==> src/rtl/backdoor_spi_shift_ctrl_pkg.sv <==
// Shared types and constants for the backdoor SPI shift-chain sequencer.
package backdoor_spi_shift_ctrl_pkg;

  typedef enum logic [2:0] {
    ST_IDLE,
    ST_CLEAR,
    ST_SHIFT,
    ST_CAPTURE,
    ST_WAIT_CS
  } state_t;

  localparam logic SCLK_IDLE = 1'b0;
  localparam logic CS_N_IDLE = 1'b1;

  // Bit counter must hold 0..width inclusive.
  function automatic int unsigned cnt_width(input int unsigned width);
    return $clog2(width + 1);
  endfunction

endpackage

==> src/rtl/backdoor_sync_ff.sv <==
// Multi-flop single-bit synchronizer with a configurable synchronous reset level.
module backdoor_sync_ff
  import backdoor_spi_shift_ctrl_pkg::*;
#(
  parameter int unsigned SYNC_STAGES = 2,
  parameter logic        RST_VAL     = SCLK_IDLE
) (
  input  logic i_CLK,
  input  logic i_RST,
  input  logic i_D,
  output logic o_Q
);

  logic [SYNC_STAGES-1:0] sync_q;

  always_ff @(posedge i_CLK) begin
    if (i_RST) begin
      sync_q <= {SYNC_STAGES{RST_VAL}};
    end else begin
      sync_q <= {sync_q[SYNC_STAGES-2:0], i_D};
    end
  end

  assign o_Q = sync_q[SYNC_STAGES-1];

endmodule

==> src/rtl/backdoor_spi_shift_ctrl.sv <==
// Sequences a backdoor_spi_dff_buffer from an SPI slave port and hands each
// completed frame word to the register logic over valid/ready.
module backdoor_spi_shift_ctrl
  import backdoor_spi_shift_ctrl_pkg::*;
#(
  parameter int unsigned DATA_WIDTH  = 8,
  parameter int unsigned SYNC_STAGES = 2
) (
  input  logic                  i_CLK,
  input  logic                  i_RST,
  input  logic                  i_SCLK,
  input  logic                  i_CS_N,
  input  logic                  i_MOSI,
  output logic                  o_BUF_RST,
  output logic                  o_SHIFT_EN,
  output logic                  o_SHIFT_D,
  input  logic [DATA_WIDTH-1:0] i_BUF_Q,
  output logic [DATA_WIDTH-1:0] o_DATA,
  output logic                  o_VALID,
  input  logic                  i_READY,
  output logic                  o_ABORT,
  output logic                  o_OVERRUN,
  output logic                  o_BUSY
);

  localparam int unsigned CNT_W = cnt_width(DATA_WIDTH);
  localparam logic [CNT_W-1:0] CNT_FULL = CNT_W'(DATA_WIDTH);
  localparam logic [CNT_W-1:0] CNT_LAST = CNT_W'(DATA_WIDTH - 1);

  logic sclk_s;
  logic cs_n_s;
  logic mosi_s;
  logic sclk_hist;
  logic cs_n_hist;
  logic sclk_rise;
  logic cs_n_fall;

  state_t           state;
  logic [CNT_W-1:0] bit_cnt;

  backdoor_sync_ff #(.SYNC_STAGES(SYNC_STAGES), .RST_VAL(SCLK_IDLE)) u_sync_sclk (
    .i_CLK(i_CLK), .i_RST(i_RST), .i_D(i_SCLK), .o_Q(sclk_s)
  );

  backdoor_sync_ff #(.SYNC_STAGES(SYNC_STAGES), .RST_VAL(CS_N_IDLE)) u_sync_cs_n (
    .i_CLK(i_CLK), .i_RST(i_RST), .i_D(i_CS_N), .o_Q(cs_n_s)
  );

  backdoor_sync_ff #(.SYNC_STAGES(SYNC_STAGES), .RST_VAL(1'b0)) u_sync_mosi (
    .i_CLK(i_CLK), .i_RST(i_RST), .i_D(i_MOSI), .o_Q(mosi_s)
  );

  assign sclk_rise = sclk_s & ~sclk_hist;
  assign cs_n_fall = ~cs_n_s & cs_n_hist;

  always_ff @(posedge i_CLK) begin
    if (i_RST) begin
      sclk_hist  <= SCLK_IDLE;
      cs_n_hist  <= CS_N_IDLE;
      state      <= ST_IDLE;
      bit_cnt    <= '0;
      o_BUF_RST  <= 1'b1;
      o_SHIFT_EN <= 1'b0;
      o_SHIFT_D  <= 1'b0;
      o_DATA     <= '0;
      o_VALID    <= 1'b0;
      o_ABORT    <= 1'b0;
      o_OVERRUN  <= 1'b0;
      o_BUSY     <= 1'b0;
    end else begin
      sclk_hist  <= sclk_s;
      cs_n_hist  <= cs_n_s;
      o_BUF_RST  <= 1'b0;
      o_SHIFT_EN <= 1'b0;
      o_ABORT    <= 1'b0;
      if (o_VALID && i_READY) begin
        o_VALID <= 1'b0;
      end

      case (state)
        ST_IDLE: begin
          if (cs_n_fall) begin
            state     <= ST_CLEAR;
            o_BUF_RST <= 1'b1;
            o_BUSY    <= 1'b1;
          end
        end

        ST_CLEAR: begin
          bit_cnt <= '0;
          state   <= ST_SHIFT;
        end

        // A final edge coinciding with CS_N rise still completes the frame.
        ST_SHIFT: begin
          if (bit_cnt == CNT_FULL) begin
            state <= ST_CAPTURE;
          end else if (sclk_rise && (!cs_n_s || bit_cnt == CNT_LAST)) begin
            o_SHIFT_EN <= 1'b1;
            o_SHIFT_D  <= mosi_s;
            bit_cnt    <= bit_cnt + CNT_W'(1);
          end else if (cs_n_s) begin
            o_ABORT <= 1'b1;
            o_BUSY  <= 1'b0;
            state   <= ST_IDLE;
          end
        end

        // Consuming and capturing in the same cycle keeps o_VALID asserted.
        ST_CAPTURE: begin
          if (!o_VALID || i_READY) begin
            o_DATA  <= i_BUF_Q;
            o_VALID <= 1'b1;
          end else begin
            o_OVERRUN <= 1'b1;
          end
          state <= ST_WAIT_CS;
        end

        ST_WAIT_CS: begin
          if (cs_n_s) begin
            o_BUSY <= 1'b0;
            state  <= ST_IDLE;
          end
        end

        default: begin
          o_BUSY <= 1'b0;
          state  <= ST_IDLE;
        end
      endcase
    end
  end

endmodule

==> config.mk <==
export PLATFORM = sky130hd
export DESIGN_NAME = backdoor_spi_shift_ctrl
export DESIGN_NICKNAME = d
export VERILOG_FILES = /design/src/rtl/backdoor_spi_shift_ctrl_pkg.sv /design/src/rtl/backdoor_sync_ff.sv /design/src/rtl/backdoor_spi_shift_ctrl.sv
export SDC_FILE = /design/constraint.sdc
export NUM_CORES = 1
export LEC_CHECK = 0
export BUFFER_PORTS_ARGS = -buffer_cell sky130_fd_sc_hd__buf_2
export CAP_MARGIN = 20
export CORE_MARGIN = 5
export CORE_UTILIZATION = 54
export CTS_BUF_LIST = sky130_fd_sc_hd__clkbuf_4
export CTS_CLUSTER_DIAMETER = 50
export CTS_CLUSTER_SIZE = 10
export DETAILED_ROUTE_END_ITERATION = 6
export PLACE_DENSITY = 0.9
export SLEW_MARGIN = 40
export SYNTH_ARGS = -nofsm -noshare
export SYNTH_HDL_FRONTEND = slang
export SYNTH_SLANG_ARGS = --single-unit
export TNS_END_PERCENT = 5
==> constraint.sdc <==
create_clock -name i_CLK -period 2.34 [get_ports i_CLK]
set_input_delay 0 -clock i_CLK [delete_from_list [all_inputs] [get_ports i_CLK]]
set_output_delay 0 -clock i_CLK [all_outputs]
set_load 0.01 [all_outputs]
; Yosys cells after proc, flatten, opt, wreduce, memory -nomap -nowiden
; Cells that the tools add are included.
; Widths: inputs -> output; s select.
[totals]
latchBits = 0
output_inout_bits = 15
romBits = 0
ff_bits = 30
wordCells = 72
memories = 0
ramBits = 0
[op_classes]
mux = 20
div_mod_pow = 0
shift = 0
mul = 0
bitwise_logic = 8
addsub = 1
order_cmp = 0
n_eq_ne = 11
reduce_logical = 17
[ops]
columns = op, n
row1 = $pmux 3 s5, 1
row2 = $mux 3, 4
row3 = $mux 1, 11
row4 = $mux 4, 2
row5 = $ne 2x2->1 const B, 4
row6 = $pmux 4 s2, 1
row7 = $eq 3x2->1 const B, 2
row8 = $not 1->1, 6
row9 = $reduce_and 2->1, 3
row10 = $reduce_and 3->1, 2
row11 = $add 4x1->4 const B, 1
row12 = $eq 4x3->1 const B, 1
row13 = $eq 4x4->1 const B, 1
row14 = $pmux 1 s4, 1
row15 = $reduce_and 4->1, 1
row16 = $reduce_or 4->1, 1
row17 = $eq 3x1->1 const B, 1
row18 = $eq 3x3->1 const B, 1
row19 = $logic_not 3->1, 1
row20 = $ne 3x3->1 const B, 1
row21 = $reduce_or 3->1, 1
row22 = $and 1x1->1, 2
row23 = $logic_and 1x1->1, 2
row24 = $logic_not 1->1, 2
row25 = other kinds (3), 4

; Depth between registers and ports, before layout
[depth]
word_depth = 6
mapped_depth = 7

; Modules after synthesis
; A second synthesis with hierarchy kept.
[hier_totals]
cells_unflattened = 119
area_unflattened_um2 = 1171.1
[modules_own_cells]
columns = mod, cells_each, seq_area_each_um2, area_each_um2, instances
row1 = backdoor_spi_shift_ctrl, 107, 480.5, 1013.5, 1
row2 = backdoor_sync_ff, 4, 40.0, 52.6, 3

; Least setup slack after synthesis
; No wires, ideal clock.
[synth_path]
path_kind = reg-to-reg
startpoint = register bit_cnt[0]
endpoint = register bit_cnt[3]
required_time_ns = 2.218
stages_incl_launch_ff = 8
period_less_slack_ns = 1.657
setup_slack_ns = 0.683
t_arrival_ns = 1.535
path_buffers = 0
cell_sequence = dfxtp_1 inv_1 ha_1 and3b_2 a2111oi_4 a211oi_2 o21ai_1 o41ai_1
[synth_between]
elab_chain_cells = 5
elab_cells_between_ends = 11
[synth_lines]
columns = element, line
row1 = start: declaration, backdoor_spi_shift_ctrl.sv:39  ; logic [CNT_W-1:0] bit_cnt;
row2 = start signal: assignment, backdoor_spi_shift_ctrl.sv:101  ; bit_cnt <= bit_cnt + CNT_W'(1);
row3 = "parallel branches: the longest is 5 deep, another holds $add 4x1->4", --
; Several ways; the timed one is not identified. The select of a mux whose other input is x is not followed.
; A chain may end at the register's enable or synchronous reset.

; Worst setup path after layout
; Ends and elaborated chain as after synthesis.

==> summary.txt <==
Worst setup path
  • Crit-path max cell delay: 400 ps
  • Crit path DAT: around 2100 ps
  • Worst setup EP type: register
  • CP bufs+invs: 1
  • Critical path class: reg -> reg
  • Cell family with most CP delay: compound AO/OA/AOI/OAI gates
  • Crit-path max FO: 4
  • Crit-path cells: inv_1, ha_1, and3b_2, a2111oi_4, a211oi_2, o21ai_1, o41ai_1
  • CP max stage cell: dfxtp_1
  • Required time worst endpoint: around 2500 ps
  • Startpoint types: register

Place
  • Dpl hpwl: around 1.7 mm
  • I/O Buffers: 28
  • Routability Congestion: 0.885

Power
  • Static Leak: roughly 0.63 nW
  • Seq pwr share: between 60 and 70%
  • P per Cell Area: roughly 570 nW/um^2
  • VDD IR-drop max: about 0.41 mV
  • Sw frac: 21.4%
  • Logic pwr share: about 6.5%
  • P_sw: approximately 0.18 mW
  • Part of the power in the clock network: around a third
  • P_int: approximately 0.67 mW

Routing
  • Drt wl/cell: around 13 um
  • Initial DRC count: 11
  • Metal-1 WL: around 1.0 mm
  • Total Routed Length: between 2 and 2.5 mm
  • DR WL met2: approximately 1.2 mm
  • DRT antenna net count: 0
  • Vias per std cell: roughly 5.2
  • Via count: 973
  • Highest metal layer with signal wires: met4
  • DR WL met3: around 140 um
  • Drc violations: 0
  • Drt first pass iters: 4

STA
  • Worst hold margin: around 23 ps
  • Setup TNS Final: 0 ps
  • Peak Freq: 533 MHz
  • Minimum clock period: between 1500 and 2000 ps
  • Skew final: about 12 ps
  • Final hold viol count: 0
  • Final period util: around four fifths
  • RSZ-0062 raised after global routing: no
  • Transition time of the tightest slew-check pin: ~490 ps
  • Max Transition Viols Final: 0
  • Normalized max-slew margin: 67.6%
  • Endpoints failing setup: 0

Synth
  • Mapped cell area: around 1200 sq um
  • Unique cell type count in the Yosys netlist: 34
  • Xor/xnor share of the synthesized area: 0%
  • Synth warnings: 0
  • Adder-Cell Fraction of Synth Area: 2.13%
  • Synth Area in Compound Gates: 14.7%
  • Main combinational cell family by area after synthesis: simple AND/OR/NAND/NOR gates
  • Fraction of the mapped netlist area in simple logic gates: 22.3%
  • Synthesized Nets: 133
  • Average size of a mapped cell: between 10 and 15 sq um
  • Seq cells post-synth: 30
  • Seq/Total Area, Yosys: between 50 and 60%
  • Cells after synthesis: ~120
  • Post-synthesis mux area share: 6.82%

Final layout
  • Nets: about 180
  • Most common cell after layout, fill and taps aside: dfxtp_1
  • Area grow syn2layout: 27.7%
  • Antenna cells: 0
  • Most frequent cells in the layout: dfxtp_1, buf_2, nor2_1
  • Layout fillers: between 150 and 200
  • Layout cells sized above 1: about a quarter

Clock tree
  • Resized cells post-CTS: 0
  • Clock Sink Count: 30
  • Setup Fix Bufs, Post-CTS: 0
  • CTS Buffer Depth: 2
  • CTS tree: built
  • H-tree levels: 2
  • Root Driver: clkbuf_4
  • CTS Buf Count: 5
  • CTS clk-pin slew, worst paths: roughly 90 ps
  • Worst-Skew Late Latency: 310 ps
  • Hold_buf cts: 11

Die
  • Die ar.: 3210 sq um
  • Initial Utilization: just under 60%
  • IO Pins: 29
  • Die X: around 57 um
  • Core Footprint: roughly 2000 sq um
  • Die Y: ~57 um
  • # rows: 16

GRT
  • Vias in the first global route: 904
  • Largest net degree at the start of global routing: 29
  • Gr ovfl total: 0
  • Initial antenna violation count: 0
  • Total track usage: around 17%
  • Global-route wire length before repair: roughly 4.2 mm

Hold path
  • Type of the tightest min-delay check: in -> reg

Run status
  • Status: finished, final reports clean

Run
  • Maxcap violations: 0
[worst register-to-register path, delay by kind of cell (launching register included)]
| kind | cells | cell delay (ps) |
|---|---|---|
| adders and majority gates | 1 | 200 |
| buffers and inverters | 1 | 90 |
| AOI/OAI and AO/OA | 4 | 840 |
| DFF | 1 | 400 |
| and+or+nand+nor | 1 | 250 |
[layout make-up]
cell class | count | area [sq um] | share of cell area, %
Sequential cell | 30 | 601 | 40.0
Multi-Input combinational cell | 78 | 539 | 35.9
Timing Repair Buffer | 40 | 258 | 17.2
Clock buffer | 6 | 45.0 | 3.00
Tap cell | 27 | 33.8 | 2.25
Inverter | 4 | 15.0 | 1.00
Clock inverter | 2 | 8.76 | 0.584
[registers in the layout, indices dropped and copies added (netlist names)]
signal	flops
o_OVERRUN	1
o_ABORT	1
u_sync_cs_n.sync_q	2
cs_n_hist	1
o_VALID	1
u_sync_sclk.sync_q	2
sclk_hist	1
o_SHIFT_EN	1
o_DATA	8
bit_cnt	4
u_sync_mosi.sync_q	2
o_SHIFT_D	1
state	3
o_BUF_RST	1
o_BUSY	1
[path summary, 6_finish.rpt]
check	to	depth (start not counted)	startpoint	slack [ps]
worst min-delay path	o_VALID	3	i_READY	20
worst max register to register	bit_cnt[3]	7	bit_cnt[0]	460
worst min register to register	u_sync_cs_n.sync_q[1]	1	u_sync_cs_n.sync_q[0]	420
worst max-delay path	bit_cnt[3]	7	bit_cnt[0]	460
[metrics by stage]
stage | area (sq um) | setup WS, ps | power [mW] | util (%) | cells
detailed placement | 1340 | 509 | 0.577 | 66.1 | 168
global route | 1500 | 353 | 0.897 | 74.2 | 187
floorplan | 1170 | 683 | 0.560 | - | 117
global placement | 1340 | 611 | 0.576 | 66.1 | 168
finish | 1500 | 463 | 0.858 | 74.2 | 187
CTS | 1500 | 479 | 0.867 | 74.2 | 187
[synth_stat cells]
library cell / n / area (sq um)
nand2b_1: 3 / 18.8
inv_1: 4 / 15.0
o41ai_1: 1 / 8.76
a2111oi_4: 1 / 27.5
a22oi_1: 1 / 7.51
a211o_1: 1 / 8.76
clkbuf_1: 4 / 15.0
a211oi_2: 1 / 12.5
nor4_1: 1 / 6.26
and3b_2: 1 / 10.0
o32ai_1: 1 / 8.76
nand3_1: 1 / 5.00
nor2b_1: 8 / 50.1
nand3b_1: 2 / 15.0
nor3_1: 1 / 5.00
nand2_1: 5 / 18.8
a21o_1: 2 / 15.0
o21ba_1: 1 / 10.0
nor2_1: 15 / 56.3
and3b_1: 1 / 8.76
nand4b_1: 1 / 8.76
and2b_1: 1 / 7.51
ha_1: 2 / 25.0
buf_2: 1 / 5.00
a21oi_1: 5 / 25.0
o21ai_0: 1 / 5.00
a221oi_2: 1 / 15.0
mux2i_1: 8 / 80.1
o21ai_1: 4 / 20.0
dfxtp_1: 30 / 601
nor3_2: 2 / 20.0
and2_1: 2 / 12.5
o2bb2ai_1: 1 / 8.76
or2_1: 3 / 18.8
[power groups by stage]
stage	logic [mW]	registers [mW]	clock network (mW)
2_1_floorplan	0.0235	0.537	0
5_1_grt	0.0611	0.526	0.309
4_1_cts	0.0554	0.525	0.287
3_5_place_dp	0.0407	0.536	0
6_report	0.0555	0.525	0.278
3_3_place_gp	0.0392	0.536	0
[metal layers]
layer / vias up / global-route usage [%]
met4: 0 / 5.08
met3: 3 / 5.50
met5: - / 0
met2: 30 / 29.5
li1: 485 / -
met1: 455 / 18.6
[logic make-up after synthesis]
| group | Yosys count |
|---|---|
| compound gates | 21 |
| fa+ha+maj | 2 |
| buf+inv | 9 |
| flops | 30 |
| mux | 8 |
| simple gates | 47 |
(Power assumes the default switching activity.)
